===== src/rtl/krnl_vmul_hls_dl_pkg.sv =====
// Shared types and helpers for the HLS deadlock report unit.
//   state_t   : collector FSM states
//   id_width  : bits needed for a process id (at least 1)
//   ST_*      : bit positions inside report_status
package krnl_vmul_hls_dl_pkg;

  typedef enum logic [1:0] {
    IDLE   = 2'd0,
    TRACE  = 2'd1,
    REPORT = 2'd2,
    HALT   = 2'd3
  } state_t;

  localparam int ST_ABORTED  = 0;
  localparam int ST_OVERFLOW = 1;
  localparam int ST_MULTI    = 2;

  function automatic int id_width(input int n);
    return (n <= 1) ? 1 : $clog2(n);
  endfunction

endpackage


===== src/rtl/krnl_vmul_hls_dl_prio_enc.sv =====
// Lowest-index priority encoder; purely combinational, no backpressure.
//   req   in  N  request vector
//   found out 1  any request bit set
//   index out W  index of the lowest set bit (0 when none)
module krnl_vmul_hls_dl_prio_enc #(
  parameter int N = 4,
  parameter int W = 2
) (
  input  logic [N-1:0] req,
  output logic         found,
  output logic [W-1:0] index
);

  // Scanning from the top down lets the lowest set bit overwrite the rest.
  always_comb begin
    found = 1'b0;
    index = '0;
    for (int i = N - 1; i >= 0; i--) begin
      if (req[i]) begin
        found = 1'b1;
        index = W'(i);
      end
    end
  end

endmodule


===== src/rtl/krnl_vmul_hls_deadlock_report_unit.sv =====
// Collects per-process deadlock detects, traces the token around the cycle and
// presents one latched report. Detect -> origin pulse / global flag: 1 cycle.
// The report record is held stable until report_valid & report_ready.
// Ports:
//   clock, reset              rising-edge clock, async active-high reset
//   dl_detect_vec             detect flags from the per-process units
//   token_active_vec          per-process "token held" flags
//   dl_detect_global          broadcast detect flag back to all units
//   origin_vec                one-hot 1-cycle pulse to the origin unit
//   token_clear               combinational clear when the token returns to origin
//   deadlock                  sticky deadlock indicator
//   report_valid/ready        report handshake
//   report_origin/len/path/timestamp/status  latched report record
module krnl_vmul_hls_deadlock_report_unit
  import krnl_vmul_hls_dl_pkg::*;
#(
  parameter int PROC_NUM    = 4,
  parameter int TRACE_DEPTH = 8,
  parameter int TS_W        = 32,
  parameter int TIMEOUT     = 256,
  localparam int ID_W       = id_width(PROC_NUM),
  localparam int LEN_W      = $clog2(TRACE_DEPTH + 1)
) (
  input  logic                      clock,
  input  logic                      reset,
  input  logic [PROC_NUM-1:0]       dl_detect_vec,
  input  logic [PROC_NUM-1:0]       token_active_vec,
  output logic                      dl_detect_global,
  output logic [PROC_NUM-1:0]       origin_vec,
  output logic                      token_clear,
  output logic                      deadlock,
  output logic                      report_valid,
  input  logic                      report_ready,
  output logic [ID_W-1:0]           report_origin,
  output logic [LEN_W-1:0]          report_len,
  output logic [TRACE_DEPTH*ID_W-1:0] report_path,
  output logic [TS_W-1:0]           report_timestamp,
  output logic [2:0]                report_status
);

  localparam int CNT_W = $clog2(TIMEOUT + 1);

  state_t             state, state_nxt;
  logic [TS_W-1:0]    ts;
  logic [CNT_W-1:0]   idle_cnt;
  logic               det_found, tok_found;
  logic [ID_W-1:0]    det_idx, tok_idx;
  logic               timeout_hit;
  logic               multi_hop;

  krnl_vmul_hls_dl_prio_enc #(.N(PROC_NUM), .W(ID_W)) u_det_enc (
    .req   (dl_detect_vec),
    .found (det_found),
    .index (det_idx)
  );

  krnl_vmul_hls_dl_prio_enc #(.N(PROC_NUM), .W(ID_W)) u_tok_enc (
    .req   (token_active_vec),
    .found (tok_found),
    .index (tok_idx)
  );

  // The token has come back round: the origin sees it and re-detects.
  assign token_clear = (state == TRACE) & dl_detect_vec[report_origin]
                     & token_active_vec[report_origin];

  // This idle cycle would be the TIMEOUT-th consecutive one without a token.
  assign timeout_hit = (state == TRACE) && !tok_found
                     && (idle_cnt == CNT_W'(TIMEOUT - 1));

  // More than one bit set: clearing the lowest set bit leaves something behind.
  assign multi_hop = (token_active_vec & (token_active_vec - PROC_NUM'(1))) != '0;

  assign report_valid = (state == REPORT);

  always_ff @(posedge clock or posedge reset) begin
    if (reset) state <= IDLE;
    else       state <= state_nxt;
  end

  always_comb begin
    state_nxt = state;
    case (state)
      IDLE:    if (det_found)                   state_nxt = TRACE;
      TRACE:   if (token_clear || timeout_hit)  state_nxt = REPORT;
      REPORT:  if (report_ready)                state_nxt = HALT;
      default: state_nxt = state;
    endcase
  end

  always_ff @(posedge clock or posedge reset) begin
    if (reset) begin
      ts               <= '0;
      idle_cnt         <= '0;
      dl_detect_global <= 1'b0;
      origin_vec       <= '0;
      deadlock         <= 1'b0;
      report_origin    <= '0;
      report_len       <= '0;
      report_path      <= '0;
      report_timestamp <= '0;
      report_status    <= '0;
    end else begin
      ts         <= ts + TS_W'(1);
      origin_vec <= '0;
      case (state)
        IDLE: begin
          if (det_found) begin
            report_origin    <= det_idx;
            report_timestamp <= ts;
            origin_vec       <= PROC_NUM'(1) << det_idx;
            dl_detect_global <= 1'b1;
            deadlock         <= 1'b1;
            idle_cnt         <= '0;
          end
        end
        TRACE: begin
          if (tok_found) begin
            idle_cnt <= '0;
            if (report_len < LEN_W'(TRACE_DEPTH)) begin
              report_path[report_len*ID_W +: ID_W] <= tok_idx;
              report_len <= report_len + LEN_W'(1);
            end else begin
              report_status[ST_OVERFLOW] <= 1'b1;
            end
            if (multi_hop) report_status[ST_MULTI] <= 1'b1;
          end else begin
            idle_cnt <= idle_cnt + CNT_W'(1);
            if (timeout_hit) report_status[ST_ABORTED] <= 1'b1;
          end
        end
        default: ;
      endcase
    end
  end

endmodule


===== config.mk =====
export PLATFORM = sky130hd
export DESIGN_NAME = krnl_vmul_hls_deadlock_report_unit
export DESIGN_NICKNAME = d
export VERILOG_FILES = /design/src/rtl/krnl_vmul_hls_dl_pkg.sv /design/src/rtl/krnl_vmul_hls_dl_prio_enc.sv /design/src/rtl/krnl_vmul_hls_deadlock_report_unit.sv
export SDC_FILE = /design/constraint.sdc
export NUM_CORES = 1
export LEC_CHECK = 0
export ABC_AREA = 1
export CAP_MARGIN = 20
export CORE_ASPECT_RATIO = 1.1
export CORE_MARGIN = 2
export CORE_UTILIZATION = 50
export DETAILED_ROUTE_END_ITERATION = 7
export PLACE_DENSITY = 0.84
export SLEW_MARGIN = 5
export SYNTH_ARGS = -nofsm -noshare
export SYNTH_HDL_FRONTEND = slang
export SYNTH_HIERARCHICAL = 1
export SYNTH_SLANG_ARGS = --single-unit

===== constraint.sdc =====
create_clock -name clock -period 3.6 [get_ports clock]
set_input_delay 0.36 -clock clock [delete_from_list [all_inputs] [get_ports clock]]
set_output_delay 0.36 -clock clock [all_outputs]
set_load 0.02 [all_outputs]

==> flow_summary.yaml <==
critical_path:
  cpMaxStageDelayCell: "clkdlybuf4s50_1"
  crit_chain: "inv_1 > ha_1 > nand3_1 > inv_1 > clkdlybuf4s50_1"
  critPathLaunchType: "register"
  cp_common_cell: "inv_1"
  path_max_fanout: 6
  rr_endpoint: "report_path[9]$_DFFE_PP0P_"
  critPathMaxStageDelay_ps: 600
  rrSetupSlack_ps: 1530
  path_delay_family: "buffers and inverters"
  crit_required_ps: 3240
  ff2ff_path_depth: 8
  end_kind: "primary output"
  arrival_ps: 2010
  worstReg2RegStart: "report_len[0]$_DFFE_PP0P_"
  crit_type: "register to primary output"
  path_buf_inv: 3
sta:
  setup_slack_ps: 1230
  slew_violations: 0
  tightest_slew_ps: 566
  rsz0062_at_grt: "false"
  finalHoldViolCount: 0
  slew_headroom: 0.623
  holdWs_ps: 384
  fin_crit_ps: 2370
  setup_violations: 0
  clock_skew_ps: 7.19
  tns_ps: 0
  period_share: 0.658
  max_freq_mhz: 422
finish:
  final_cell_mix: "nand2_1, dfrtp_1, clkdlybuf4s50_1"
  syn2layout_area_growth_pct: 22.3
  final_common_cell: "nand2_1"
  finalNetCount: 703
  drive_gt1_frac: 0.0921
  antenna_cells: 0
floorplanning:
  die_h_um: 110
  coreArea_um2: 9940
  dieWidth_um: 101
  ios: 76
  die-area_um2: 11100
  rows: 38
  start_util: 0.515
grt:
  grt_max_degree: 62
  antenna_found_initial: 0
  grt_overflow: 0
  grt_pass1_wl_mm: 19.4
  grt_pass1_vias: 4256
  grt_use_total: 0.223
cts:
  clockBufferDepth: 2
  cts-root-buf: "clkbuf_8"
  clk_pin_slew_ps: 90
  post_cts_buffers: 0
  ctsHtreeMaxLevel: 3
  cts_hold_buf: 0
  clock_latency_ps: 370
  cts_resized: 0
  numCtsBuffers: 9
  cts_tree: "built"
  cts_sinks: 105
route:
  post-route-drc-count: 0
  drt_iter0_markers: 236
  final_antenna_net_count: 0
  totalWireLength_mm: 11.1
  vias_per_cell: 5.14
  first_pass_iters: 5
  wl_per_cell_um: 13.8
  vias: 4131
worst_hold_path:
  hold_path_class: "primary input to asynchronous set/reset pin"
yosys:
  ys_seq_area_frac: 0.513
  yosysWarnings: 6
  syn_inst: 598
  avgSynthCellArea_um2: 8.57
  ys_seq_elements: 105
  synth_cell_types: 37
  synth_nets: 621
  syn_area_um2: 5120
pwr:
  p_leak_nw: 2.88
  ir_worst_vdd_mv: 0.318
  powerDensity_nw_per_um2: 444
placement:
  dp_slack_ps: 1330
  port-buffer-count: 75
  gp_congestion: 0.856
  hpwl_mm: 8.49
outcome:
  status: "completed"
run:
  cap_viol_max_count: 0
## final cells by class
class	count	area, um^2
inverters	75	284
well taps	120	150
multi-input cells	410	2180
fillers	821	3670
clock buffers	10	138
repair buffers	79	781
flip-flops and latches	105	2630
clock inverters	5	104
## worst register-to-register path, stage by stage, from the launching register on
cell and delay (ps):
dfrtp_1 550, inv_1 220, ha_1 320, xnor2_2 350, nand3_2 140, nor2_1 150
nand2_1 110, nand2_1 70, o21ai_1 70
## power breakdown
part / switching (W) / total (W) / leakage [nW] / internal (W)
combinational: 0.000427 / 0.000636 / 1.35 / 0.000209
clock: 0.000389 / 0.000866 / 0.122 / 0.000477
sequential: 0.0000417 / 0.00128 / 1.40 / 0.00124
total: 0.000858 / 0.00278 / 2.88 / 0.00193
## synthesized netlist by cell type
cell type,n,area share
nand3_4,1,0.0034
a21oi_1,3,0.0029
nand3_2,5,0.0098
xor2_1,20,0.034
o31ai_1,1,0.0015
nor2_2,3,0.0037
clkbuf_1,7,0.0051
nand3b_1,1,0.0015
o21ai_1,5,0.0049
xnor2_2,1,0.0032
nand4_1,12,0.015
nor3_1,11,0.011
buf_4,1,0.0015
a211oi_1,1,0.0015
dfrtp_1,105,0.51
o21ai_4,1,0.0032
nor2_8,1,0.0039
inv_2,4,0.0029
nand3_1,40,0.039
a21o_1,1,0.0015
o21bai_1,1,0.0015
nand2_1,170,0.12
nor3b_1,1,0.0015
and2_1,1,0.0012
nor3_4,2,0.0064
inv_1,71,0.052
nand2_4,2,0.0044
a31oi_1,1,0.0012
a21oi_2,2,0.0034
nand2_2,7,0.0085
or2_2,2,0.0024
nor2_1,50,0.037
o41ai_1,1,0.0017
nor3_2,5,0.0098
ha_1,12,0.029
o21ai_0,39,0.038
nor2_4,7,0.015
## how the worst max path moves through the flow
stage / startpoint / endpoint / slack, ps / cells after the start
detailed placement: token_active_vec[1] / token_clear / 1330 / 6
finish: state[1]$_DFFE_PP0P_ / token_clear / 1230 / 5
floorplan: reset / deadlock$_DFFE_PP0P_ / 480 / 1
CTS: state[1]$_DFFE_PP0P_ / token_clear / 1230 / 5
global route: state[1]$_DFFE_PP0P_ / token_clear / 1120 / 5
global placement: token_active_vec[0] / token_clear / 1340 / 6
## stage by stage
stage           util  cell area (um^2)  power, W  instances
2_1_floorplan      -              5120   0.00171        598
3_3_place_gp   0.606              6020   0.00191        789
3_5_place_dp   0.606              6020   0.00194        789
4_1_cts        0.630              6260   0.00281        804
5_1_grt        0.630              6260   0.00292        804
6_report       0.630              6260   0.00278        804
## metal layers
metal  vias up  global-route usage  share of wire
li1       2065                   -              -
met1      1927               0.272           0.43
met2       113               0.386           0.49
met3        26              0.0309          0.038
met4         0               0.116          0.033
met5         -                   0              0
## cell families after synthesis
| group | count (synthesis) | share of synthesized area |
|---|---|---|
| simple gates | 321 | 0.298 |
| flops | 105 | 0.513 |
| buf+inv | 83 | 0.0616 |
| compound gates | 56 | 0.0613 |
| xor+xnor | 21 | 0.0374 |
| fa+ha+maj | 12 | 0.0293 |
## flip-flops by register name, summed over array words and instances (netlist names)
| register | cells |
|---|---|
| ts | 32 |
| report_status | 3 |
| report_len | 4 |
| idle_cnt | 9 |
| deadlock | 1 |
| state | 2 |
| report_path | 16 |
| origin_vec | 4 |
| report_timestamp | 32 |
| report_origin | 2 |
No activity file was read; power rests on OpenSTA's default activity.
